[config.mk]
export PLATFORM = sky130hd
export DESIGN_NAME = vector_lsu
export DESIGN_NICKNAME = d
export VERILOG_FILES = /design/src/rtl/vlsu_pkg.sv /design/src/rtl/vlsu_beat_counter.sv /design/src/rtl/vector_lsu.sv
export SDC_FILE = /design/constraint.sdc
export NUM_CORES = 1
export LEC_CHECK = 0
export BUFFER_PORTS_ARGS = -buffer_cell sky130_fd_sc_hd__buf_4
export CAP_MARGIN = 20
export CORE_ASPECT_RATIO = 1.4
export CORE_MARGIN = 2
export CORE_UTILIZATION = 44
export DETAILED_ROUTE_END_ITERATION = 10
export PLACE_DENSITY_LB_ADDON = 0.2
export SYNTH_ARGS = -nofsm -noshare
export SYNTH_HDL_FRONTEND = slang
export SYNTH_SLANG_ARGS = --single-unit
[constraint.sdc]
create_clock -name CLK -period 2.1 [get_ports CLK]
set_input_delay 0.42 -clock CLK [delete_from_list [all_inputs] [get_ports CLK]]
set_output_delay 0.42 -clock CLK [all_outputs]
set_load 0.05 [all_outputs]
[src/rtl/vlsu_pkg.sv]
// Shared types and constants for the vector load/store unit.
package vlsu_pkg;

   localparam int ADDR_W      = 20;
   localparam int CNT_W       = 5;
   localparam int ADDR_STEP   = 1;
   localparam int LANES       = 8;
   localparam int ELEM_W      = 8;
   localparam int LANE_STRIDE = 8;
   localparam int MEM_DEPTH   = 36864;

   typedef logic [LANES-1:0][ELEM_W-1:0] vec_t;

   typedef enum logic [2:0] {
      IDLE,
      LD_ISSUE,
      LD_OUT,
      ST_WAIT,
      ST_WRITE
   } vlsu_state_e;

   // Highest byte address a burst touches, one bit wider than the bus so
   // requests near the top of the address space cannot wrap into range.
   function automatic logic [ADDR_W:0] burst_last_addr(input logic [ADDR_W-1:0] base,
                                                      input logic [CNT_W-1:0]  count);
      logic [ADDR_W:0] beats_m1;
      beats_m1 = {{(ADDR_W+1-CNT_W){1'b0}}, count} - (ADDR_W+1)'(1);
      return {1'b0, base}
             + beats_m1 * (ADDR_W+1)'(ADDR_STEP)
             + (ADDR_W+1)'((LANES-1)*LANE_STRIDE);
   endfunction

endpackage

[src/rtl/vlsu_beat_counter.sv]
// Burst address/beat tracker plus range check for the request on the bus.
module vlsu_beat_counter
   import vlsu_pkg::*;
(
   input  logic              clk,
   input  logic              rst_n,
   input  logic              load,
   input  logic              step,
   input  logic [ADDR_W-1:0] load_addr,
   input  logic [CNT_W-1:0]  load_count,
   output logic [ADDR_W-1:0] addr,
   output logic              is_last,
   output logic              range_ok
);

   logic [CNT_W-1:0] beat;
   logic [CNT_W-1:0] last_beat;
   logic [ADDR_W:0]  req_last;

   // Accept only non-empty bursts whose top lane of the final beat is in memory.
   always_comb begin
      req_last = burst_last_addr(load_addr, load_count);
      range_ok = (load_count != '0) && (req_last < (ADDR_W+1)'(MEM_DEPTH));
   end

   // Current beat address and index; load starts a burst, step advances it.
   always_ff @(posedge clk or negedge rst_n) begin
      if (!rst_n) begin
         addr      <= '0;
         beat      <= '0;
         last_beat <= '0;
      end else if (load) begin
         addr      <= load_addr;
         beat      <= '0;
         last_beat <= load_count - CNT_W'(1);
      end else if (step) begin
         addr      <= addr + ADDR_W'(ADDR_STEP);
         beat      <= beat + CNT_W'(1);
      end
   end

   assign is_last = (beat == last_beat);

endmodule

[src/rtl/vector_lsu.sv]
// Vector load/store unit: turns burst requests into per-beat accesses of the
// 8-lane strided data memory, streaming loads out and stores in.
module vector_lsu
   import vlsu_pkg::*;
(
   input  logic              CLK,
   input  logic              RST_n,
   input  logic              req_valid,
   output logic              req_ready,
   input  logic              req_store,
   input  logic [ADDR_W-1:0] req_addr,
   input  logic [CNT_W-1:0]  req_count,
   input  logic              wd_valid,
   output logic              wd_ready,
   input  vec_t              wd_data,
   output logic              rd_valid,
   input  logic              rd_ready,
   output vec_t              rd_data,
   output logic              rd_last,
   output logic              done,
   output logic              err,
   output logic [ADDR_W-1:0] mem_addr,
   output logic              mem_we,
   output vec_t              mem_wd,
   input  vec_t              mem_rd
);

   vlsu_state_e state;
   logic        range_ok;
   logic        is_last;
   logic        ctr_load;
   logic        ctr_step;

   assign req_ready = (state == IDLE);
   assign wd_ready  = (state == ST_WAIT);

   // The counter register doubles as the memory address, so it only moves on
   // posedge and always at the same edge that drops mem_we.
   assign ctr_load = req_ready && req_valid && range_ok;
   assign ctr_step = ((state == LD_OUT) && rd_ready && !is_last) ||
                     ((state == ST_WRITE) && !is_last);

   vlsu_beat_counter u_ctr (
      .clk        (CLK),
      .rst_n      (RST_n),
      .load       (ctr_load),
      .step       (ctr_step),
      .load_addr  (req_addr),
      .load_count (req_count),
      .addr       (mem_addr),
      .is_last    (is_last),
      .range_ok   (range_ok)
   );

   // Burst sequencer with registered stream, status and memory-write outputs.
   always_ff @(posedge CLK or negedge RST_n) begin
      if (!RST_n) begin
         state    <= IDLE;
         mem_we   <= 1'b0;
         mem_wd   <= '0;
         rd_valid <= 1'b0;
         rd_data  <= '0;
         rd_last  <= 1'b0;
         done     <= 1'b0;
         err      <= 1'b0;
      end else begin
         done <= 1'b0;
         err  <= 1'b0;
         case (state)
            IDLE: begin
               if (req_valid) begin
                  if (range_ok) state <= req_store ? ST_WAIT : LD_ISSUE;
                  else          err   <= 1'b1;
               end
            end
            LD_ISSUE: begin
               rd_data  <= mem_rd;
               rd_valid <= 1'b1;
               rd_last  <= is_last;
               state    <= LD_OUT;
            end
            LD_OUT: begin
               if (rd_ready) begin
                  rd_valid <= 1'b0;
                  if (is_last) begin
                     done  <= 1'b1;
                     state <= IDLE;
                  end else begin
                     state <= LD_ISSUE;
                  end
               end
            end
            ST_WAIT: begin
               if (wd_valid) begin
                  mem_wd <= wd_data;
                  mem_we <= 1'b1;
                  state  <= ST_WRITE;
               end
            end
            ST_WRITE: begin
               mem_we <= 1'b0;
               if (is_last) begin
                  done  <= 1'b1;
                  state <= IDLE;
               end else begin
                  state <= ST_WAIT;
               end
            end
            default: state <= IDLE;
         endcase
      end
   end

endmodule

* Yosys cells after proc, flatten, opt, wreduce, memory -nomap -nowiden
Index checks and enable logic that the tools add are counted.
Storage, ports and cells: flip-flop bits (word level) 166, input bits 159, output and inout port bits 155, logic and storage cells 80
Cells by class: add/subtract/negate cells 6, order comparisons 1, equality and inequality tests 9, mux-type cells 22, reduce and logical (&&, ||, !) cells 17
Operators with widths (count):
- 20-bit two-way mux | 2
- 20-bit by 21-bit adder with 21-bit output | 1
- 21-bit by 6-bit adder with 21-bit output (second input constant) | 1
- 21-bit by 16-bit < comparator with 1-bit output (second input constant) | 1
- 20-bit by 1-bit adder with 20-bit output (second input constant) | 1
- 3-bit case mux with 5 select lines | 1
- 3-bit two-way mux | 4
- 5-bit two-way mux | 2
- 1-bit two-way mux | 8
- 3-bit by 2-bit == test with 1-bit output (second input constant) | 2
- 1-bit logical AND | 6
- 2-bit inequality test (second input constant) | 3
- 1-bit case mux with 2 select lines | 3
- 2-bit AND reduction | 3
- 2-bit nonzero test | 3
- 5-bit by 1-bit subtractor with 6-bit output (second input constant) | 1
- 5-bit by 1-bit adder with 5-bit output (second input constant) | 1
- 5-bit == test | 1
- 5-bit nonzero test | 1
- 5-bit by 1-bit subtractor with 5-bit output (second input constant) | 1
- 2-bit two-way mux | 2
- 4-bit AND reduction | 1
- 3-bit by 1-bit == test with 1-bit output (second input constant) | 1
- 3-bit == test (second input constant) | 1
- other kinds (4) | 4

* Logic depth before layout (Yosys ltp)
Gate-level depths: netlist of run 1.
depth after elaboration 8, depth in mapped cells 18, mapped depth without buffers 16

* By module
Synthesis of run 1 repeated with hierarchy kept, for this count alone.
Second synthesis, totals: cell total of the unflattened synthesis 603, area, all modules 8055.2 µm²
By module, submodules not included:
- vector_lsu | instances 1, cells each 315, area each 5484.0 µm², seq. area each 3403.3 µm²
- vlsu_beat_counter | instances 1, cells each 288, area each 2571.2 µm², seq. area each 750.7 µm²

* Worst setup path before layout of run 1
Ideal clock, no wire load.
path type input -> register, start point input req_count[3], end point register u_ctr.addr[14], setup time 0.089 ns, arrival time 3.628 ns, data required time 2.011 ns, slack -1.617 ns, stages on the path 17, path buffers 3, cell sequence nor3_1 nand2_1 inv_1 ha_1 ha_1 buf_2 nand2_2 o31a_1 or4b_1 o21bai_2 xor2_1 nor3_1 and4_1 buf_6 buf_4 nand2_1 o211ai_1
Between the ends: cells in the longest elaborated chain, start to end 7, elaborated cells between the ends (all ways) 9, classes of those cells add/sub: 3; order compare: 1; mux: 1; reduce/logical: 4
Ends and longest elaborated chain:
- start, declared | line vector_lsu.sv:12 | input logic [CNT_W-1:0] req_count,
- 5-bit by 1-bit subtractor with 6-bit output | line vlsu_pkg.sv:27 | beats_m1 = {{(ADDR_W+1-CNT_W){1'b0}}, count} - (ADDR_W+1)'(1);
- 20-bit by 21-bit adder with 21-bit output | line vlsu_pkg.sv:29 | + beats_m1 * (ADDR_W+1)'(ADDR_STEP)
- 21-bit by 6-bit adder with 21-bit output | line vlsu_pkg.sv:30 | + (ADDR_W+1)'((LANES-1)*LANE_STRIDE);
- 21-bit by 16-bit < comparator with 1-bit output | line vlsu_beat_counter.sv:23 | range_ok = (load_count != '0) && (req_last < (ADDR_W+1)'(MEM_DEPTH));
- 1-bit logical AND * | line vlsu_beat_counter.sv:23
- 1-bit logical AND * | line vector_lsu.sv:39 | assign ctr_load = req_ready && req_valid && range_ok;
- 20-bit two-way mux / 2-bit nonzero test (equally long branches)
- end signal, assigned | line vlsu_beat_counter.sv:33 | addr <= load_addr;
- end signal, assigned | line vlsu_beat_counter.sv:37 | addr <= addr + ADDR_W'(ADDR_STEP);
- end, declared | line vlsu_beat_counter.sv:11 | output logic [ADDR_W-1:0] addr,
Every way passes the cells marked *; elsewhere a longest branch is shown, timed or not. A chain may end at the register's enable or synchronous reset.

* Worst setup path in the final report of run 1
start point input req_count[2], end point register u_ctr.addr[6]
The elaborated chain is that of the path after synthesis.

==> metrics.yaml, run 1 <==
drt_first_pass_iters: 4
synth_edf_count: 0
drive_gt1_share_pct: 62.8
crit_path_max_fanout: 8
ios: 314
leakage_uw: 0.00628
place_congestion: 0.886
placed_cell_area_um2: 11400
hpwl_um: 18000
htreeDepth: 4
num_antenna_cells: 0
std_cell_rows: 58
routed_wl_um: 25300
coreArea_um2: 17900
setup_violations: 33
synth_flop_cell: "dfrtp_1"
wl_met2_um: 13400
worstSetupPathType: "input pin to register"
drc: 0
synth_cells: 674
ctsRootBufferMaster: "clkbuf_16"
max_freq_ghz: 0.303
synthToLayoutAreaGrowth_pct: 62.5
cp.required_ns: 2.40
grt_pass1_wl_um: 37400
avgSynthCellArea_um2: 11.8
synth.yosys.warnings: 0
top_layer_used: "met4"
viasPerCell: 5.21
tns_ns: -37.56
power_density_nw_per_um2: 1530
rsz0062_at_grt: "true"
irDropWorstVdd_mv: 1.25
gr-total-overflow: 0
skew_ns: 0.0117
clk_latency_ns: 0.43
start_util_pct: 44.6
grtUsageTotal_pct: 25.0
ys_seq_area_share_pct: 52.2
finalMaxSlewViolations: 0
ys_types: 56
post-route-min-period_ns: 3.30
crit_slowest_cell: "and4_4"
ys_top_cells_by_area: "dfrtp_1, mux2_2, ha_1, nand2_1, a21oi_1"
synth_top_area_cell: "dfrtp_1"
worst_pin_slew_ns: 0.554
yosysTopAreaCellShare_pct: 52.2
cts.reportedPaths.clkPinSlew_ns: 0.07
hold_violations: 0
cts_tree: "done"
syn_area_um2: 7960
ctsLongestPathBuffers: 2
route.met3.wl_um: 1350
yosysMostFrequentCell: "dfrtp_1"
path_cells: "buf_12, nor3_4, xnor2_4, ha_4, inv_1, ha_2, o21a_1, o211ai_1, buf_4, buf_4, nor4_1, a211o_1, xor2_1, nor3_2, and4_4, buf_8, buf_16, o21ai_2"
status: "complete, but fails checks"
wl_per_cell_um: 19.0
die_height_um: 163
final_area_um2: 12900
fin_crit_sh_pct: 157
grt_max_degree: 56
final_core_util_pct: 72.4
cpMostUsedCell: "buf_4"
syn_nets: 873
grt_pass1_vias: 6915
port_buffers: 313
drtIter0Drc: 441
cts_sinks: 166
synthTopCellsByCount: "dfrtp_1, mux2_2, nand2_1, ha_1, a21oi_1"
maxCapViolCount: 0
fin_nets: 1281
ant_nets: 0
num_vias: 6957
critPathCaptureType: "register"
synth_seq_cells: 166
min-delay-path-class: "input pin to register"
antenna_found_initial: 0
cp.arrival_ns: 3.60
ys_async_sr_fraction_pct: 100
cts_buffers: 17
wl_met1_um: 9420
die_area_um2: 19200
fp.dieW_um: 118
fin_ws_ns: -1.20
start_kind: "input pin"
slew_headroom_pct: 63.1
cpPeakStageDelay_ns: 0.35
violations: "negative setup slack"
## cells by family after synthesis
family	after synthesis	share of synthesized area [%]
xor gates and xnor gates	24	2.64
adders and majority gates	40	6.29
muxes	131	18.5
and+or+nand+nor	158	9.62
buffers and inverters	55	2.91
DFF	166	52.2
AOI/OAI and AO/OA	100	7.83
## critical path: cells and delay by family
kind | cells | cell delay [ns]
and+or+nand+nor | 4 | 0.82
AOI/OAI and AO/OA | 4 | 0.77
buffers and inverters | 6 | 0.74
adders and majority gates | 2 | 0.50
xor gates and xnor gates | 2 | 0.34
## where the power goes
group / internal, µW / switching, µW / total, µW
clock: 1630 / 1470 / 3090
combinational: 3900 / 7150 / 11100
sequential: 4660 / 940 / 5600
total: 10200 / 9560 / 19700
## path summary, 6_finish.rpt
check / start / endpoint / slack [ns] / cells past startpoint
worst max-delay path: req_count[2] / u_ctr.addr[6]$_DFFE_PN0P_ / -1.20 / 18
worst min-delay path: wd_data[50] / mem_wd[50]$_DFFE_PN0P_ / 0.22 / 2
worst max register to register: u_ctr.addr[0]$_DFFE_PN0P_ / u_ctr.addr[18]$_DFFE_PN0P_ / -0.17 / 10
worst min register to register: mem_wd[60]$_DFFE_PN0P_ / mem_wd[60]$_DFFE_PN0P_ / 0.51 / 1
max in group asynchronous: RST_n / mem_wd[62]$_DFFE_PN0P_ / 0.90 / 3
min in group asynchronous: RST_n / rd_data[45]$_DFFE_PN0P_ / 0.54 / 2
## state kept, by name, summed over array words and instances (netlist names)
name             cells
mem_wd              64
rd_data             64
u_ctr.addr          20
u_ctr.beat           5
u_ctr.last_beat      5
state                3
done                 1
err                  1
mem_we               1
rd_last              1
rd_valid             1
## cell type report
class / count / area (µm²)
clock buffers: 18 / 439
clock inverters: 14 / 165
fillers: 1308 / 4920
inverters: 26 / 110
multi-input cells: 453 / 4300
flip-flops and latches: 166 / 4150
well taps: 240 / 300
repair buffers: 417 / 3450
repair inverters: 1 / 11.3
## stage by stage
stage / hold WS, ns / power [µW] / cells / setup WS (ns)
CTS: 0.202 / 19600 / 1325 / -1.09
finish: 0.222 / 19700 / 1335 / -1.20
detailed placement: 0.430 / 16300 / 1276 / -1.70
global placement: 0.428 / 16200 / 1276 / -1.71
floorplan: 0.124 / 12700 / 674 / -1.16
global route: 0.208 / 20500 / 1335 / -1.32
## cell usage in the layout, fill, tap and decap left out, types with 6 or more instances in the layout
| cell type | count |
|---|---|
| nor3_1 | 16 |
| nand3_1 | 16 |
| a21oi_4 | 6 |
| a21oi_1 | 16 |
| nand2_2 | 13 |
| nor2_1 | 15 |
| nand4_1 | 9 |
| nand2_1 | 31 |
| o211ai_1 | 6 |
| buf_6 | 7 |
| buf_4 | 387 |
| mux2_2 | 128 |
| inv_1 | 23 |
| o21ai_0 | 15 |
| dfrtp_1 | 166 |
| xor2_1 | 11 |
| clkbuf_16 | 18 |
| o21ai_2 | 14 |
| xnor2_1 | 10 |
| o21ai_1 | 6 |
| nand2_4 | 8 |
| ha_1 | 20 |
| ha_4 | 19 |
| buf_12 | 13 |
## per-layer routing
layer / vias up / GRT usage (%)
met3: 64 / 5.34
met2: 275 / 44.7
met4: 0 / 12.0
li1: 3246 / -
met5: - / 0
met1: 3372 / 28.6
## repair_timing
item | 4_1_cts | 5_1_grt
gates resized for setup | 61 | 73
hold buffers | 1 | 0
cloned | 8 | 1
buffers inserted | 9 | 13
pin swaps | 20 | 43
endpoints found under the hold margin | 49 | 0
endpoints found under the setup margin | 34 | 33
Note: power is estimated with default switching activity, not from simulation.
==> inputs of run 2 (changes only) <==
Settings changed: CELL_PAD_IN_SITES_DETAIL_PLACEMENT from default to 1, CELL_PAD_IN_SITES_GLOBAL_PLACEMENT from default to 1, CORE_UTILIZATION 44 to 34.
==> run 2 against run 1 <==
The run still ends with negative setup slack left; global-route usage decreased by 4.3 points; total power decreased by 0.93%; clock skew decreased by 0.0026 ns; die area increased by 28%; first-iteration DRC count decreased by 59%; sequential cell count unchanged; largest power group unchanged.
==> metrics.yaml, run 2 (synthesis results as in run 1) <==
status: "complete, but fails checks"  # unchanged
violations: "negative setup slack"  # unchanged
crit_slowest_cell: "a211o_1"  # was and4_4
port_buffers: 313  # unchanged
fin_nets: 1290  # was 1281
num_vias: 6876  # was 6957
worst-r2r-setup-slack_ns: -0.12  # was -0.17 ns
max_freq_ghz: 0.317  # was 0.303 GHz
fin_hold_ws_ns: 0.224  # was 0.222 ns
ios: 314  # unchanged
drive_gt1_share_pct: 60.4  # was 62.8%
timing.rr.end: "u_ctr.addr[18]$_DFFE_PN0P_"  # unchanged
worst_pin_slew_ns: 0.537  # was 0.554 ns
drtIter0Drc: 183  # was 441
path_cells: "buf_8, inv_4, ha_4, nand2_4, xor2_2, ha_1, inv_1, ha_1, o21a_1, o211ai_1, buf_4, nor4_4, a211o_1, xor2_1, nor3_2, nand4_1, buf_6, buf_6, buf_12, nand2_4, o21ai_1"  # was buf_12, nor3_4, xnor2_4, ha_4, inv_1, ha_2, o21a_1, o211ai_1, buf_4, buf_4, nor4_1, a211o_1, xor2_1, nor3_2, and4_4, buf_8, buf_16, o21ai_2
place_congestion: 0.789  # was 0.886
rsz0062_at_grt: "true"  # unchanged
gr-total-overflow: 0  # unchanged
setup_violations: 33  # unchanged
synthToLayoutAreaGrowth_pct: 59.8  # was 62.5%
hold_violations: 0  # unchanged
grtUsageTotal_pct: 20.7  # was 25.0%
irDropWorstVdd_mv: 0.934  # was 1.25 mV
placedCellCount: 1363  # was 1276
num_antenna_cells: 0  # unchanged
grt_pass1_vias: 7312  # was 6915
layoutNonFillerInstCount: 1410  # was 1335
hold_path_startpoint: "wd_data[11]"  # was wd_data[50]
fp.dieW_um: 133  # was 118 µm
ctsRootBufferMaster: "clkbuf_16"  # unchanged
final_common_cell: "buf_4"  # unchanged
cpPeakStageDelay_ns: 0.29  # was 0.35 ns
die_height_um: 185  # was 163 µm
skew_ns: 0.00912  # was 0.0117 ns
clk_latency_ns: 0.43  # about the same
start_util_pct: 34.4  # was 44.6%
cts_buffers: 17  # unchanged
routed_wl_um: 26100  # was 25300 µm
crit_path_max_fanout: 4  # was 8
maxCapViolCount: 0  # unchanged
p_int_uw: 10200  # about the same
cp.arrival_ns: 3.46  # was 3.60 ns
whs_endpoint: "mem_wd[11]$_DFFE_PN0P_"  # was mem_wd[50]$_DFFE_PN0P_
die_area_um2: 24700  # was 19200 µm²
slew_headroom_pct: 64.2  # was 63.1%
critPathCaptureType: "register"  # unchanged
ctsLongestPathBuffers: 2  # unchanged
start_kind: "input pin"  # unchanged
min-delay-path-class: "input pin to register"  # unchanged
seqPwrFrac_pct: 28.6  # was 28.4%
antenna_found_initial: 0  # unchanged
cp_num_buf_inv: 7  # was 6
timing.rr.start: "u_ctr.addr[0]$_DFFE_PN0P_"  # unchanged
viasPerCell: 4.88  # was 5.21
top_regs: "mem_wd: 64 flops, rd_data: 64 flops, u_ctr.addr: 20 flops"  # unchanged
leakage_uw: 0.00620  # was 0.00628 µW
mostFrequentLayoutCells: "buf_4, dfrtp_1, mux2_2, nand2_1, ha_1"  # was buf_4, dfrtp_1, mux2_2, nand2_1, inv_1
crit_family: "buffers and inverters"  # was simple AND/OR/NAND/NOR gates
dp_worst_setup_slack_ns: -1.65  # was -1.70 ns
hpwl_um: 20500  # was 18000 µm
p_total_uw: 19600  # was 19700 µW
cts.reportedPaths.clkPinSlew_ns: 0.07  # about the same
grt_max_degree: 54  # was 56
switching_share_pct: 48.0  # was 48.4%
switchingPower_uw: 9390  # was 9560 µW
post-route-min-period_ns: 3.15  # was 3.30 ns
fin_ws_ns: -1.05  # was -1.20 ns
p_clk_share_pct: 15.1  # was 15.7%
htreeDepth: 4  # unchanged
worstSetupPathType: "input pin to register"  # unchanged
cts_tree: "done"  # unchanged
coreArea_um2: 23100  # was 17900 µm²
rr_worst_depth: 10  # unchanged
power_density_nw_per_um2: 1540  # was 1530 nW/µm²
drc: 0  # unchanged
grt_pass1_wl_um: 39600  # was 37400 µm
hold_path_depth: 2  # unchanged
finalMaxSlewViolations: 0  # unchanged
std_cell_rows: 66  # was 58
cp.required_ns: 2.41  # was 2.40 ns
cts_sinks: 166  # unchanged
drt_first_pass_iters: 4  # unchanged
comb_power_share_pct: 56.3  # was 56.0%
wl_per_cell_um: 18.5  # was 19.0 µm
ant_nets: 0  # unchanged
fin_crit_sh_pct: 150  # was 157%
==> run 2: how the worst max path moves through the flow <==
stage                 startpoint                              to  slack (ns)  cells past startpoint
global route        req_count[1]       u_ctr.addr[0]$_DFFE_PN0P_       -1.23                     19
floorplan           req_count[4]       u_ctr.addr[7]$_DFFE_PN0P_       -1.16                     17
finish              req_count[1]  u_ctr.last_beat[4]$_DFFE_PN0P_       -1.05                     21
CTS                 req_count[0]       u_ctr.addr[0]$_DFFE_PN0P_       -1.02                     17
global placement    req_count[1]      u_ctr.addr[19]$_DFFE_PN0P_       -1.58                     18
detailed placement  req_count[1]      u_ctr.addr[19]$_DFFE_PN0P_       -1.65                     18
==> run 2: final cells by class <==
cell class / count / area (µm²)
sequential: 166 / 4150
clock buffer: 18 / 429
clock inverter: 14 / 126
timing repair buffer: 426 / 3410
timing repair inverter: 1 / 11.3
tap: 306 / 383
fill: 2503 / 10400
multi-input combinational: 453 / 4080
inverter: 26 / 115
==> run 2: through the flow <==
step / util, % / cell area [µm²] / TNS [ns]
after floorplan: - / 8250 / -36.41
after global placement: 50.6 / 11700 / -48.34
after detailed placement: 50.6 / 11700 / -51.64
after CTS: 54.1 / 12500 / -30.93
after global routing: 55.0 / 12700 / -37.66
final: 55.0 / 12700 / -32.06
==> run 2: worst reg2reg max path, cell delays in order, from the launching register on <==
cell and delay [ns]:
dfrtp_1 0.35, ha_1 0.19, and3_1 0.22, nand3_1 0.22, nor2_1 0.16, nand3_1 0.11
nor2_1 0.19, and3_1 0.20, nand3_1 0.10, or3_1 0.32, nand3_1 0.09
==> run 2: power groups by stage <==
stage               clock, µW  combinational (µW)  sequential, µW
global placement            0               10800            5550
finish                   2960               11000            5600
CTS                      3070               11000            5600
detailed placement          0               11000            5640
floorplan                   0                2330           10300
global route             3180               11500            5810
==> run 2: timing repair <==
item	in CTS	in global routing
setup buffers	7	5
pin swaps	17	11
endpoints found under the hold margin	48	0
cloned	3	0
hold buffers	1	0
endpoints found under the setup margin	34	33
resized for setup	52	32
==> run 2: routing by layer <==
| metal | track usage [%] | share of wire, % | wire [µm] |
|---|---|---|---|
| met2 | 39.5 | 55 | 14400 |
| met4 | 7.74 | 3.0 | 776 |
| met1 | 22.4 | 38 | 9830 |
| met5 | 0 | 0 | 0 |
| met3 | 4.19 | 4.4 | 1140 |
